<file path="config.mk">
export PLATFORM = sky130hd
export DESIGN_NAME = and_64
export DESIGN_NICKNAME = d
export VERILOG_FILES = /design/src/rtl/and_64.sv
export SDC_FILE = /design/constraint.sdc
export NUM_CORES = 1
export LEC_CHECK = 0
export CORE_ASPECT_RATIO = 1.1
export CORE_MARGIN = 2
export CORE_UTILIZATION = 34
export CTS_CLUSTER_DIAMETER = 150
export DETAILED_ROUTE_END_ITERATION = 8
export PLACE_DENSITY_LB_ADDON = 0.08
export SYNTH_ARGS = -nofsm -noshare
export SYNTH_HDL_FRONTEND = slang
export SYNTH_SLANG_ARGS = --single-unit
</file>
<file path="constraint.sdc">
create_clock -name clk -period 1.4 [get_ports clk]
set_input_delay 0.21 -clock clk [delete_from_list [all_inputs] [get_ports clk]]
set_output_delay 0.21 -clock clk [all_outputs]
set_load 0.02 [all_outputs]
</file>
<file path="src/rtl/and_64.sv">
// 64-bit bitwise AND execution unit for the Y86 ALU (andq).
// Operands are captured on a rising edge; the result and condition flags are registered.
module and_64 #(
    parameter int unsigned WIDTH = 64
) (
    input  logic             clk,
    input  logic             rst,
    input  logic             in_valid,
    input  logic [WIDTH-1:0] a,
    input  logic [WIDTH-1:0] b,
    output logic [WIDTH-1:0] out,
    output logic             out_valid,
    output logic             zf,
    output logic             sf,
    output logic             of
);

    logic [WIDTH-1:0] and_bits;

    logic [WIDTH-1:0] out_d,       out_q;
    logic             out_valid_d, out_valid_q;
    logic             zf_d,        zf_q;
    logic             sf_d,        sf_q;

    for (genvar i = 0; i < WIDTH; i++) begin : g_and_cell
        assign and_bits[i] = a[i] & b[i];
    end

    // Idle cycles only drop out_valid; result and flags hold their last value.
    always_comb begin
        out_d       = out_q;
        zf_d        = zf_q;
        sf_d        = sf_q;
        out_valid_d = 1'b0;
        if (in_valid) begin
            out_d       = and_bits;
            zf_d        = (and_bits == '0);
            sf_d        = and_bits[WIDTH-1];
            out_valid_d = 1'b1;
        end
    end

    always_ff @(posedge clk) begin
        if (rst) begin
            out_q       <= '0;
            out_valid_q <= 1'b0;
            zf_q        <= 1'b1;
            sf_q        <= 1'b0;
        end else begin
            out_q       <= out_d;
            out_valid_q <= out_valid_d;
            zf_q        <= zf_d;
            sf_q        <= sf_d;
        end
    end

    assign out       = out_q;
    assign out_valid = out_valid_q;
    assign zf        = zf_q;
    assign sf        = sf_q;
    assign of        = 1'b0;

endmodule

</file>
After elaboration in Yosys (flattened, before gate mapping)
Index checks and enable logic that the tools add are counted.
{"block": "word_totals", "input_bits": 131, "out_inout_bits": 68, "word_cells": 70, "ff_bits": 67}
{"block": "op_classes", "bitwise_logic": 64, "muxes": 1, "reduce_logical": 1}
{"operator": "1-bit bitwise AND", "count": 64}
{"operator": "64-bit logical NOT", "count": 1}
{"operator": "1-bit two-way mux", "count": 1}

Longest topological paths before layout
Gate-level depths: netlist of run 1.
{"block": "logic_depth", "word_depth": 2, "mapped_depth": 5, "mapped_depth_nobuf": 5}

Worst setup path before layout of run 1
Ideal clock, no wire load.
{"block": "synth_timing", "path_kind": "input-to-reg", "startpoint": "input port a[18]", "endpoint": "register zf_q (netlist: zf)", "path_buffers": 0, "stages": 5, "setup_time_ns": 0.059, "setup_slack_ns": 0.247, "arrival_ns": 1.094, "required_time_ns": 1.341, "cell_sequence": "a22o_1 -> a221oi_2 -> nand4_1 -> nor4_1 -> a221o_1"}
{"block": "synth_via", "elab_chain_cells": 2}
{"element": "start, declared", "line_no": "9", "rtl": "input logic [WIDTH-1:0] a,"}
{"element": "1-bit bitwise AND", "line_no": "26", "rtl": "assign and_bits[i] = a[i] & b[i];"}
{"element": "64-bit logical NOT", "line_no": "37", "rtl": "zf_d = (and_bits == '0);"}
{"element": "end signal, assigned", "line_no": "52", "rtl": "zf_q <= zf_d;"}
{"element": "end, declared", "line_no": "22", "rtl": "logic zf_d, zf_q;"}
No other way between the ends.
A chain may end at the register's enable or synchronous reset.

Final worst setup path of run 1
{"block": "layout_timing", "startpoint": "input port a[45]", "endpoint": "register zf_q (netlist: zf)"}
Same word-level chain as after synthesis.

==> results of run 1 <==
## worst max-delay path by stage
stage	startpoint	to	slack, ns	cells after the start
finish	a[45]	zf	0.01	6
global route	a[42]	zf	0.003	6
CTS	a[42]	zf	0.004	6
detailed placement	a[18]	zf	-0.44	6
global placement	a[46]	zf	-0.36	6
floorplan	a[18]	zf	0.25	5
## routing by layer
metal / vias to the layer above / track usage [%] / wire length, um
met2: 129 / 39.02 / 4867
met3: 6 / 7.307 / 880
met4: 0 / 8.081 / 91
met1: 1434 / 23.80 / 3809
met5: - / 0 / 0
li1: 1579 / - / -
## layout make-up
type,count,area (um^2)
Clock buffer,13,148.9
Fill cell,718,2661
Tap cell,105,131.4
Clock inverter,3,15.01
Multi-Input combinational cell,237,1247
Inverter,1,3.754
Sequential cell,66,1321
Timing Repair Buffer,209,1986
## cells in the mapped netlist (2+ instances only)
master     n
a22o_1     3
nor4_1     2
buf_4      2
a22oi_1   24
nand2_1   65
a221oi_2   3
clkbuf_1  10
nor2_1     2
buf_1      9
nand3_1   64
a21oi_1   63
buf_2      2
dfxtp_1   66
nand4_1    5
## what timing repair did
| action | in CTS | in global routing |
|---|---|---|
| setup endpoints to repair | 68 | 1 |
| pin swaps | 7 | 0 |
| gates resized for setup | 76 | 1 |
## registers in the layout (all words and copies together) (netlist names)
register,count
out,64
out_valid,1
zf,1
## cells by family (layout without fill, tap and decap cells)
| kind of cell | count (synthesis) | after routing | share of synthesized area (%) |
|---|---|---|---|
| and+or+nand+nor | 140 | 140 | 23.69 |
| AOI/OAI and AO/OA | 96 | 96 | 22.46 |
| DFF | 66 | 66 | 49.93 |
| buffers and inverters | 24 | 226 | 3.782 |
| other | 1 | 1 | 0.1417 |
## power by group through the flow
stage | registers (mW) | clock network [mW] | logic, mW
floorplan | 2.12 | 0 | 0.229
global placement | 2.03 | 0 | 0.968
detailed placement | 2.03 | 0 | 0.979
CTS | 1.98 | 1.41 | 0.930
global route | 1.99 | 1.49 | 0.990
finish | 1.98 | 1.37 | 0.922
## per-stage QoR
step	worst slack, ns	TNS [ns]	std cells	instance area, um^2
2_1_floorplan	0.2469	0	327	2646
5_1_grt	0.003300	0	634	4853
3_3_place_gp	-0.3646	-0.3646	618	4758
4_1_cts	0.004117	0	634	4847
3_5_place_dp	-0.4425	-0.4425	618	4758
6_report	0.01362	0	634	4853
==> summary.txt, run 1 <==
Critical path
  – Worst-path cell chain: clkdlybuf4s50_1 > a22oi_2 > and3_4 > nand4_1 > nor4_2 > a221o_1
  – Reg2reg setup slack: 0.63 ns
  – Critical Path Start Type: input port
  – Sum of buffers and inverters on the critical path: 1
  – Worst R2R Path Depth: 1
  – Crit path largest cell delay: 0.44 ns
  – Setup CP Type: in -> reg
  – Max FO, Critical Path: 2
  – Crit path DAT: 1.66 ns
  – R2r endpoint: zf
  – CP max stage cell: clkdlybuf4s50_1
  – Crit end category: register
  – Worst path top cell family by delay: simple AND/OR/NAND/NOR gates
  – Worst flop-to-flop path startpoint: zf
  – Worst EP required: 1.67 ns

Cells and area
  – Fin nets: 655
  – Final core occ: 64.59%
  – Ant diodes: 0
  – Commonest non-fill, non-tap cells in the layout: 122 x clkdlybuf4s50_1, 73 x dlygate4sd2_1, 66 x dfxtp_1, 65 x nand2_1, 64 x nand3_1
  – Most common cell after layout, fill and taps aside: clkdlybuf4s50_1
  – Area Growth Syn to Fin: 83.40%
  – Share of cells above drive strength 1: 6.616%

STA
  – Final number of setup-violating endpoints: 0
  – Hold WS: 0.2078 ns
  – Slew Viols, Final: 0
  – Tmin final: 1.386 ns
  – Final Cycle Share: 99.03%
  – FMAX: 721.3 MHz
  – Skew final: 0 ns
  – Final Hold Fails: 0
  – RSZ-0062 raised after global routing: no

Logic synthesis
  – Synth area leaders: dfxtp_1 50%, nand3_1 12%, a21oi_1 12%, nand2_1 9.2%, a22oi_1 6.8%
  – Post-synth EDFFs: 0
  – Cells after synthesis: 327
  – Yosys top cell area share: 49.93%
  – Synth Cell Area: 2646 um^2
  – Predominant post-synthesis flop cell: dfxtp_1
  – Syn Nets: 458
  – Yosys cell types: 21
  – Biggest area consumer among synthesized cells: dfxtp_1
  – FFs w/ async S/R, synth: 0%
  – Ys Warns: 0
  – Sequential share of the synthesized area: 49.93%
  – Syn_area_per_cell: 8.093 um^2
  – Post-synthesis sequential element count: 66

Job
  – Max-cap violation count: 0

Detailed routing
  – Vias per cell: 4.965
  – Final WL: 9650 um
  – DRC: 0
  – Total number of vias: 3148
  – Routed len/inst: 15.22 um
  – ANT nets after route: 0
  – Initial DRC Count: 153
  – 1st-pass router iterations: 4

Floorplan
  – Chip width: 88.12 um
  – Die footprint: 8506 um^2
  – IO Pins: 199
  – FP Rows: 33
  – Die height: 96.53 um
  – Initial Utilization: 35.21%
  – CORE AREA: 7515 um^2

Global route
  – Number of global-route vias before repair: 2981
  – Initial antenna violation count: 0
  – First-pass GRT wire length: 14070 um
  – Gr ovfl total: 0
  – Largest net degree at the start of global routing: 38
  – All-Layer GR Usage: 21.76%

Worst hold path
  – Hold path start: rst
  – Hold Crit Depth: 2
  – Hold Crit Endpoint: out[32]
  – Hold crit path type: in -> reg

Power
  – Sequential share of power: 46.4%
  – Gate power share: 21.6%
  – Leakage Power: 2.035 nW
  – Total power draw: 4.276 mW
  – Max VDD drop: 0.4957 mV
  – Sw power: 1.130 mW
  – Cell Pwr Density: 881.1 nW/um^2
  – Clock share of power: 32.0%
  – Sw Share: 26.43%
  – Cell Int Power: 3.146 mW

CTS
  – Max H-tree Level: 3
  – Post-CTS Setup Bufs: 0
  – Skew-Pair Late Insertion Delay: 0.32 ns
  – Clk slew on worst S/H paths: 0.07 ns
  – TritonCTS clock tree: done
  – CTS Sinks: 66
  – Hold Buf Count CTS: 0
  – CTS Root Cell: clkbuf_8
  – Clk buf depth: 2
  – Num CTS Buffers: 9

Place
  – DPL Wire Length: 7526 um
  – Placer Congestion: 0.7589
  – PortBufs: 197

Run status
  – Status: finished, final reports clean
(Power assumes the default switching activity.)
==> run 2, diff against run 1 <==
- CAP_MARGIN: default -> 0
==> results of run 2 <==
Same layout as run 1: the final DEF is identical, and so are final timing and power.
==> run 3, diff against run 2 <==
- CORE_MARGIN: 2 -> 8
==> run 3 against run 2 <==
  * Setup slack better by 0.056 ns
  * Critical path type unchanged
  * Non-clock buffer count down 1
  * Clock-buffer cell count unchanged
  * Global-route usage fell by 1.8 points
  * Critical path depth fell by 1
  * Highest routed layer unchanged
  * Critical endpoint unchanged
  * Combinational power grew 0.5%
  * Core utilization up 0.47 points
  * Sequential share of layout area decreased by 0.20 points
  * Largest power group unchanged
==> summary.txt, run 3 (synthesis results as in run 1) <==
Cells and area
  – Share of cells above drive strength 1: 6.250%
  – Commonest non-fill, non-tap cells in the layout: 114 x clkdlybuf4s50_1, 69 x dlygate4sd2_1, 66 x dfxtp_1, 65 x nand2_1, 64 x nand3_1
  – Fin nets: 654
  – Largest register FFs: 64
  – Ant diodes: 0
  – Most common cell after layout, fill and taps aside: clkdlybuf4s50_1
  – Area Growth Syn to Fin: 84.73%

Critical path
  – Max FO, Critical Path: 2
  – Worst R2R Path Depth: 1
  – Critical Path Start Type: input port
  – R2r endpoint: zf
  – Worst EP required: 1.67 ns
  – Reg2reg setup slack: 0.64 ns
  – Setup crit start: a[20]
  – Crit end category: register
  – Setup CP Type: in -> reg
  – Crit path DAT: 1.60 ns
  – Worst flop-to-flop path startpoint: zf

Place
  – Placer Congestion: 0.8179
  – DPL Wire Length: 8893 um
  – PortBufs: 197
  – Place WS: -0.4507 ns

Detailed routing
  – Vias per cell: 5.068
  – Routed len/inst: 17.58 um
  – Total number of vias: 3208
  – DRC: 0
  – ANT nets after route: 0
  – Final WL: 11130 um
  – 1st-pass router iterations: 4
  – Initial DRC Count: 91

CTS
  – Num CTS Buffers: 9
  – Skew-Pair Late Insertion Delay: 0.33 ns
  – CTS Sinks: 66
  – CTS Root Cell: clkbuf_8
  – Clk buf depth: 2
  – Max H-tree Level: 3
  – Clk slew on worst S/H paths: 0.07 ns
  – Hold Buf Count CTS: 0
  – TritonCTS clock tree: done
  – Post-CTS Setup Bufs: 0

Run status
  – Status: finished, final reports clean

Floorplan
  – Die footprint: 10870 um^2
  – IO Pins: 199
  – FP Rows: 33
  – CORE AREA: 7515 um^2
  – Initial Utilization: 35.21%
  – Chip width: 100.1 um
  – Die height: 108.5 um

Power
  – Clock share of power: 32.0%
  – Cell Int Power: 3.145 mW
  – Total power draw: 4.282 mW
  – Sw Share: 26.57%
  – Sequential share of power: 46.4%
  – Gate power share: 21.6%
  – Cell Pwr Density: 876.0 nW/um^2
  – Leakage Power: 2.140 nW
  – Max VDD drop: 0.4719 mV
  – Sw power: 1.138 mW

Worst hold path
  – Hold path start: b[12]
  – Hold Crit Endpoint: out[12]
  – Hold Crit Depth: 3
  – Hold crit path type: in -> reg

STA
  – Final worst slack: 0.06924 ns
  – Final number of setup-violating endpoints: 0
  – Final Hold Fails: 0
  – Skew final: 0 ns
  – Slew Viols, Final: 0
  – FMAX: 751.4 MHz
  – RSZ-0062 raised after global routing: no
  – Final Cycle Share: 95.05%
  – Tmin final: 1.331 ns

Global route
  – Largest net degree at the start of global routing: 42
  – All-Layer GR Usage: 19.99%
  – Gr ovfl total: 0
  – First-pass GRT wire length: 16830 um
  – Number of global-route vias before repair: 3353
  – Initial antenna violation count: 0

Job
  – Max-cap violation count: 0
run 3: changes by cell type in the layout (fill, tap and decap cells not counted):
cell             before  now
and3_1                0    1
dlymetal6s2s_1        0   12
buf_4                10    8
dlygate4sd2_1        73   69
buf_12                2    3
and3_4                1    0
clkdlybuf4s50_1     122  114
run 3: how the worst max path moves through the flow:
stage,cells past startpoint,endpoint,slack [ns]
after CTS,6,zf,0.0002
after detailed placement,6,zf,-0.45
after global routing,6,zf,0.03
after floorplan,5,zf,0.25
after global placement,6,zf,-0.37
final,5,zf,0.07
run 3: timing repair:
| action | 4_1_cts | 5_1_grt |
|---|---|---|
| gates resized for setup | 71 | 13 |
| setup endpoints to repair | 68 | 1 |
| pin swaps | 6 | 8 |
run 3: per-layer routing:
metal / wire length [um] / track usage, % / vias to the layer above / share of wire, %
met2: 5485 / 34.53 / 147 / 49
met3: 1159 / 8.805 / 20 / 10
met1: 4189 / 20.43 / 1464 / 38
met4: 291 / 9.405 / 0 / 2.6
li1: - / - / 1577 / -
met5: 0 / 0 / - / 0
run 3: final cells by class:
type / count / area [um^2]
flip-flops and latches: 66 / 1321
multi-input cells: 237 / 1242
repair buffers: 208 / 2026
well taps: 105 / 131.4
inverters: 1 / 3.754
fillers: 695 / 2626
clock buffers: 13 / 148.9
clock inverters: 3 / 15.01
run 3: power by group through the flow:
stage	sequential [mW]	clock [mW]	combinational (mW)
after global placement	2.03	0	0.976
after global routing	1.99	1.48	1.00
after CTS	1.99	1.41	0.939
after floorplan	2.12	0	0.229
final	1.99	1.37	0.927
after detailed placement	2.03	0	0.988
run 3: stage by stage:
stage / cell area (um^2) / hold slack (ns) / setup TNS, ns / util [%] / std cells
after floorplan: 2646 / 0.3706 / 0 / - / 327
after global placement: 4763 / 0.4425 / -0.3661 / 63.39 / 617
after detailed placement: 4763 / 0.4527 / -0.4507 / 63.39 / 617
after CTS: 4853 / 0.2986 / 0 / 64.59 / 633
after global routing: 4888 / 0.2013 / 0 / 65.05 / 633
final: 4888 / 0.1939 / 0 / 65.05 / 633
run 3: critical path, stage by stage:
cell,delay [ns]
clkdlybuf4s50_1,0.44
a221oi_2,0.29
nand4_1,0.19
nor4_2,0.30
a221o_1,0.18
